===== config.mk =====
export PLATFORM = sky130hd
export DESIGN_NAME = hazard_ctrl
export DESIGN_NICKNAME = d
export VERILOG_FILES = /design/src/rtl/hazard_ctrl.sv
export SDC_FILE = /design/constraint.sdc
export NUM_CORES = 1
export LEC_CHECK = 0
export BUFFER_PORTS_ARGS = -buffer_cell sky130_fd_sc_hd__buf_2
export CORE_MARGIN = 3
export CORE_UTILIZATION = 49
export CTS_CLUSTER_SIZE = 12
export DETAILED_ROUTE_END_ITERATION = 8
export PLACE_DENSITY_LB_ADDON = 0.12
export SYNTH_ARGS = -nofsm -noshare
export SYNTH_HDL_FRONTEND = slang
export SYNTH_SLANG_ARGS = --single-unit

===== constraint.sdc =====
create_clock -name clk -period 6.2 [get_ports clk]
set_input_delay 1.24 -clock clk [delete_from_list [all_inputs] [get_ports clk]]
set_output_delay 1.24 -clock clk [all_outputs]
set_load 0.01 [all_outputs]

===== src/rtl/hazard_ctrl.sv =====
// Stall/flush sequencer for the 16-bit 5-stage core (load-use, branch, jump, FP, stop).
// Optional HAZARD_PERF_CNT_EN adds saturating stall/flush event counters.
module hazard_ctrl #(
    parameter int REG_WIDTH    = 4,
    parameter int FP_LAT       = 3,
    parameter int DRAIN_CYCLES = 3,
    parameter int CNT_W        = 4
) (
    input  logic                 clk,
    input  logic                 rst,
    input  logic [REG_WIDTH-1:0] rsD,
    input  logic [REG_WIDTH-1:0] rtD,
    input  logic                 R_typeD,
    input  logic                 JumpD,
    input  logic                 StopD,
    input  logic [REG_WIDTH-1:0] rtE,
    input  logic [REG_WIDTH-1:0] rdE,
    input  logic                 RegDstE,
    input  logic                 MemReadE,
    input  logic                 RegWriteE,
    input  logic                 FloatingE,
    input  logic                 branch_takenE,
    output logic                 stall_pc,
    output logic                 stall_IF_ID,
    output logic                 flush_IF_ID,
    output logic                 stall_ID_EX,
    output logic                 flush_ID_EX,
    output logic                 bubble_EX_MEM,
    output logic                 halted
`ifdef HAZARD_PERF_CNT_EN
    ,
    output logic [15:0]          stall_cnt,
    output logic [15:0]          flush_cnt
`endif
);

    typedef enum logic [1:0] {RUN, FP_BUSY, DRAIN, HALT} state_t;

    localparam logic [CNT_W-1:0] FP_INIT =
        (FP_LAT > 1) ? CNT_W'(FP_LAT - 2) : '0;
    localparam logic [CNT_W-1:0] DR_INIT = CNT_W'(DRAIN_CYCLES - 1);

    state_t               state_q, state_d;
    logic [CNT_W-1:0]     cnt_q, cnt_d;
    logic [REG_WIDTH-1:0] destE;
    logic                 lu, fp_go;

    assign destE = RegDstE ? rdE : rtE;
    assign lu    = MemReadE & RegWriteE &
                   ((destE == rsD) | (R_typeD & (destE == rtD)));
    // Single-cycle FP ops flow through EX like any other instruction
    assign fp_go = FloatingE & (FP_LAT > 1);

    always_comb begin
        state_d       = state_q;
        cnt_d         = cnt_q;
        stall_pc      = 1'b0;
        stall_IF_ID   = 1'b0;
        flush_IF_ID   = 1'b0;
        stall_ID_EX   = 1'b0;
        flush_ID_EX   = 1'b0;
        bubble_EX_MEM = 1'b0;
        halted        = 1'b0;
        unique case (state_q)
            RUN: begin
                if (fp_go) begin
                    stall_pc      = 1'b1;
                    stall_IF_ID   = 1'b1;
                    stall_ID_EX   = 1'b1;
                    bubble_EX_MEM = 1'b1;
                    cnt_d         = FP_INIT;
                    state_d       = FP_BUSY;
                end else if (branch_takenE) begin
                    flush_IF_ID = 1'b1;
                    flush_ID_EX = 1'b1;
                end else if (lu) begin
                    stall_pc    = 1'b1;
                    stall_IF_ID = 1'b1;
                    flush_ID_EX = 1'b1;
                end else if (StopD) begin
                    stall_pc    = 1'b1;
                    flush_IF_ID = 1'b1;
                    cnt_d       = DR_INIT;
                    state_d     = DRAIN;
                end else if (JumpD) begin
                    flush_IF_ID = 1'b1;
                end
            end
            FP_BUSY: begin
                if (cnt_q != '0) begin
                    stall_pc      = 1'b1;
                    stall_IF_ID   = 1'b1;
                    stall_ID_EX   = 1'b1;
                    bubble_EX_MEM = 1'b1;
                    cnt_d         = cnt_q - 1'b1;
                end else begin
                    state_d = RUN;
                end
            end
            DRAIN: begin
                stall_pc    = 1'b1;
                flush_IF_ID = 1'b1;
                flush_ID_EX = 1'b1;
                if (cnt_q == '0) state_d = HALT;
                else             cnt_d   = cnt_q - 1'b1;
            end
            HALT: begin
                stall_pc    = 1'b1;
                flush_IF_ID = 1'b1;
                flush_ID_EX = 1'b1;
                halted      = 1'b1;
            end
            default: state_d = RUN;
        endcase
    end

    always_ff @(posedge clk) begin
        if (rst) begin
            state_q <= RUN;
            cnt_q   <= '0;
        end else begin
            state_q <= state_d;
            cnt_q   <= cnt_d;
        end
    end

`ifdef HAZARD_PERF_CNT_EN
    logic [15:0] stall_cnt_q, flush_cnt_q;
    logic        stall_ev, flush_ev;

    assign stall_ev = stall_pc & ((state_q == RUN) | (state_q == FP_BUSY));
    assign flush_ev = (state_q == RUN) & ~fp_go & branch_takenE;

    always_ff @(posedge clk) begin
        if (rst) begin
            stall_cnt_q <= '0;
            flush_cnt_q <= '0;
        end else begin
            if (stall_ev && stall_cnt_q != 16'hFFFF)
                stall_cnt_q <= stall_cnt_q + 16'd1;
            if (flush_ev && flush_cnt_q != 16'hFFFF)
                flush_cnt_q <= flush_cnt_q + 16'd1;
        end
    end

    assign stall_cnt = stall_cnt_q;
    assign flush_cnt = flush_cnt_q;
`endif

endmodule

==> flow_summary.toml, run 1 <==
[logic_synthesis]
synth_top_cells_by_count = "a21oi_1 (8), nor2_1 (7), dfxtp_1 (6), o21ai_0 (6), ha_1 (5)"
syn_area_per_cell_um2 = 8.57
synthTopCellsByArea = "dfxtp_1 (16%), ha_1 (8.6%), a21oi_1 (5.5%), mux2i_1 (5.5%), o21ai_0 (4.1%)"
syn-instance-count = 85
ys_ff_latch = 6
yosys.area.top_type = "dfxtp_1"
synth_edf_count = 0
synth_top_area_share_pct = 16.5
ys_async_sr_fraction_pct = 0
synth_most_common_cell = "a21oi_1"
ys_types = 37
seq_area_frac_synth_pct = 16.5
synth_nets = 116
yosys_warnings = 0
ys.flop_type = "dfxtp_1"
netlist_area_um2 = 728

[clock_tree]
clk-insertion-delay-late_ps = 240
cts_tree = "done"
holdBufCountCts = 0
cts_setup_buffers = 0
max-clock-path-buffers = 2
cts_buffers = 3
clock-sinks = 6
cts-root-buf = "clkbuf_4"
cts_resized = 0
htree_levels = 1
cts.clk_slew.worst_paths_ps = 40

[sta]
tightest_slew_ps = 430
rsz0062_at_grt = "false"
clock.fmax_mhz = 235
hold_viol = 0
post-route-period-util_pct = 68.7
drv_slew = 0
fin_skew_ps = 1.58
setup_viol = 0
fin_crit_ps = 4260
setup_ws_ps = 1940
fin_tns_setup_ps = 0
maxSlewHeadroom_pct = 71.2

[placed_design]
dp_cells = 129
gp_congestion = 0.840
numPortBuffers = 32
dpl_worst_slack_ps = 1960
hpwl_mm = 1.45

[worst_setup_path]
worst-r2r-cell-count = 7
worst-path-max-fanout = 4
r2r_start = "state_q[0]$_SDFFE_PP0P_"
crit_slowest_cell = "a2111oi_4"
worstSetupStartpointType = "primary input"
worstPathCellList = "buf_2 > mux2i_1 > nand4b_1 > a2111oi_4 > or2_2 > o21bai_1 > a22oi_1 > buf_2"
end_kind = "primary output"
slowest_delay_ps = 460
rrSetupSlack_ps = 3840
reg2reg_to = "cnt_q[2]$_SDFFE_PP0P_"
cp.arrival_ps = 3020
path_class = "primary input to primary output"
crit_top_cell = "buf_2"
required_ps = 4960

[power_and_ir_drop]
vdd_drop_max_mv = 0.279
p_leak_nw = 0.413
p_total_uw = 401
pwr_density_cell_nw_per_um2 = 443

[route]
vias_per_cell = 5.66
postRouteAntennaNets = 0
drtPass1Iterations = 4
drt_iter0_markers = 8
wirelength_mm = 1.74
drcViolationCount = 0
vias = 747
routedWlPerCell_um = 13.2

[floorplanning]
core_um2 = 1350
dieArea_um2 = 1980
rows = 13
initial_core_util_pct = 53.9
die_w_um = 44.6
dieHeight_um = 44.6
io_pins = 33

[hold_path]
min_to = "cnt_q[1]$_SDFFE_PP0P_"
min_delay_path_depth = 2
hp-start = "cnt_q[1]$_SDFFE_PP0P_"
hp-class = "flop to flop"

[finish]
n_antenna_cell = 0
instances_no_fill = 132
fin_nets = 150
area_growth_pct = 24.4
drive_above_1_share_pct = 37.6
nFillCells = 125

[global_routing]
overflow = 0
grt_max_degree = 11
grt_pass1_wl_mm = 2.86
antenna_found_initial = 0
grt_usage_pct = 19.6
grt_pass1_vias = 713

[job]
maxCapViolations = 0

[run_status]
status = "finished clean"
[metrics by stage]
stage	hold slack, ps	cell area (µm²)	util [%]
floorplan	452	728	-
global placement	472	883	65.4
detailed placement	475	883	65.4
CTS	482	906	67.1
global route	529	906	67.1
finish	481	906	67.1
[power by group]
| part | total [mW] | leakage (nW) | switching [mW] | internal, mW |
|---|---|---|---|---|
| Clock | 0.0336 | 0.0138 | 0.0119 | 0.0217 |
| Combinational | 0.295 | 0.350 | 0.162 | 0.134 |
| Sequential | 0.0722 | 0.0493 | 0.0160 | 0.0562 |
| Total | 0.401 | 0.413 | 0.189 | 0.212 |
[state kept, by name, indices dropped and copies added (netlist names)]
signal	flops
cnt_q	4
state_q	2
[how the worst max path moves through the flow]
stage / from / end / slack, ps / depth (start not counted)
3_5_place_dp: RegDstE / stall_pc / 1960 / 8
3_3_place_gp: RegDstE / stall_pc / 2050 / 8
4_1_cts: RegDstE / stall_pc / 1950 / 8
2_1_floorplan: RegDstE / stall_pc / 2250 / 7
5_1_grt: RegDstE / stall_pc / 1790 / 8
6_report: RegDstE / stall_pc / 1940 / 8
[kinds of logic after synthesis]
logic type,after synthesis,synth area share [%]
and+or+nand+nor,29,24.7
xor gates and xnor gates,6,7.22
AOI/OAI and AO/OA,27,29.0
DFF,6,16.5
buffers and inverters,7,5.33
muxes,5,8.59
adders and majority gates,5,8.59
[layout make-up]
cell class / instances / area [µm²] / share of cell area [%]
sequential: 6 / 120 / 13.3
inverter: 4 / 15.0 / 1.66
multi-input combinational: 72 / 569 / 62.8
clock buffer: 3 / 22.5 / 2.49
timing repair buffer: 32 / 160 / 17.7
tap: 15 / 18.8 / 2.07
[layout by cell type (no fill, tap or decap), types with 4 or more instances in the layout]
cell type	count
a21oi_1	8
buf_2	32
dfxtp_1	6
ha_1	5
inv_1	4
mux2i_1	4
nor2_1	7
o21ai_0	6
[layer usage]
layer	track usage, %	wire length, µm
met2	36.1	904
met1	20.9	727
met3	2.44	73
met5	0	0
met4	10.8	31
[worst max-delay path, delay by kind of cell]
family | cells | cell delay, ps
simple gates | 2 | 390
mux | 1 | 330
buf+inv | 2 | 330
compound gates | 3 | 730
Note: power is estimated with default switching activity, not from simulation.
==> run 2, diff against run 1 <==
- CORE_UTILIZATION: 49 -> 46
- clock period: 6.2 -> 4 ns (I/O delays scaled with it)
==> run 2 against run 1 <==
Against the previous run: via count shrank 1.6%; total power grew 54%; worst setup slack lost 1300 ps; routed wire length shrank 8.1%; die area grew 5.6%; count of clock-buffer cells in the layout is the same; combinational power grew 52%; sequential power grew 55%; critical endpoint is now flush_ID_EX; largest cell class unchanged; largest power group unchanged; highest routed layer is now met3.
==> flow_summary.toml, run 2 (synthesis results as in run 1) <==
[worst_setup_path]
end_kind = "primary output"
worstPathCellList = "buf_2 > mux2i_1 > nand4b_1 > a2111oi_4 > or2_2 > o21ai_0 > a21oi_1 > buf_2"
worst-path-max-fanout = 4
cp_num_buf_inv = 2
cp_top_family = "compound AO/OA/AOI/OAI gates"
path_class = "primary input to primary output"
slowest_delay_ps = 470
cp.arrival_ps = 2520
worstSetupStartpointType = "primary input"
required_ps = 3200
crit_slowest_cell = "a2111oi_4"
crit_top_cell = "buf_2"

[global_routing]
grt_pass1_wl_mm = 2.75
grt_max_degree = 11
grt_usage_pct = 17.9
antenna_found_initial = 0
overflow = 0
grt_pass1_vias = 682

[clock_tree]
clock-sinks = 6
cts_resized = 0
cts_tree = "done"
cts.clk_slew.worst_paths_ps = 40
max-clock-path-buffers = 2
cts-root-buf = "clkbuf_4"
clk-insertion-delay-late_ps = 250
cts_buffers = 3
htree_levels = 1
cts_setup_buffers = 0
holdBufCountCts = 0

[finish]
largestRegisters = "cnt_q (4), state_q (2)"
max_flop_register = "cnt_q"
mostFrequentLayoutCell = "buf_2"
fin_nets = 150
largest_reg_flops = 4
area_growth_pct = 24.4
layout_common_cells = "buf_2 (32), a21oi_1 (8), nor2_1 (7), o21ai_0 (6), dfxtp_1 (6)"
fin_util_pct = 64.8
n_antenna_cell = 0
instances_no_fill = 132
drive_above_1_share_pct = 37.6

[placed_design]
numPortBuffers = 32
hpwl_mm = 1.32
dp_cells = 129
gp_congestion = 0.793

[route]
postRouteAntennaNets = 0
drcViolationCount = 0
wirelength_mm = 1.60
vias_per_cell = 5.57
drtPass1Iterations = 4
vias = 735
drt_iter0_markers = 11
routedWlPerCell_um = 12.1

[floorplanning]
core_um2 = 1400
initial_core_util_pct = 52.1
io_pins = 33
die_w_um = 45.8
dieArea_um2 = 2100
rows = 13
dieHeight_um = 45.8

[sta]
drv_slew = 0
rsz0062_at_grt = "false"
hold_ws_ps = 500
post-route-period-util_pct = 82.9
maxSlewHeadroom_pct = 75.9
clock.fmax_mhz = 302
fin_crit_ps = 3320
fin_skew_ps = 9.88
setup_viol = 0
hold_viol = 0
tightest_slew_ps = 361
fin_tns_setup_ps = 0

[power_and_ir_drop]
pwr_density_cell_nw_per_um2 = 680
p_total_uw = 616
vdd_drop_max_mv = 0.493
p_leak_nw = 0.413

[run_status]
status = "finished clean"

[hold_path]
hp-class = "flop to flop"

[job]
maxCapViolations = 0
## run 2: final cells by class
class | instances | area [µm²]
multi-input combinational | 72 | 569
fill | 142 | 493
timing repair buffer | 32 | 160
sequential | 6 | 120
clock buffer | 3 | 22.5
tap | 15 | 18.8
inverter | 4 | 15.0
## run 2: worst paths after layout
kind,startpoint,endpoint,slack [ps],depth (start not counted)
setup reg to reg,state_q[0]$_SDFFE_PP0P_,cnt_q[2]$_SDFFE_PP0P_,1720,7
hold reg to reg,cnt_q[1]$_SDFFE_PP0P_,cnt_q[1]$_SDFFE_PP0P_,500,2
hold / removal,cnt_q[1]$_SDFFE_PP0P_,cnt_q[1]$_SDFFE_PP0P_,500,2
setup / recovery,RegDstE,flush_ID_EX,680,8
## run 2: stage by stage
stage / worst slack, ps / area (µm²)
6_report: 684 / 906
3_5_place_dp: 673 / 883
2_1_floorplan: 927 / 728
5_1_grt: 476 / 906
3_3_place_gp: 724 / 883
4_1_cts: 672 / 906
## run 2: power by group
part	internal [mW]	switching (mW)
Clock	0.0341	0.0236
Combinational	0.207	0.239
Sequential	0.0870	0.0248
## run 2: worst register-to-register path: cells and delay by family, from the launching register on
| family | cells | cell delay [ps] |
|---|---|---|
| buffers and inverters | 1 | 80 |
| AO/OA/AOI/OAI | 3 | 660 |
| AND/OR/NAND/NOR | 2 | 690 |
| flip-flops | 1 | 350 |
| adder cells (fa/ha/maj) | 1 | 440 |
## run 2: layer usage
layer	vias up	global-route usage, %	wire, µm
met5	-	0	0
met4	0	3.98	0
met3	0	5.93	148
met2	25	27.6	636
met1	325	24.2	812
li1	385	-	-
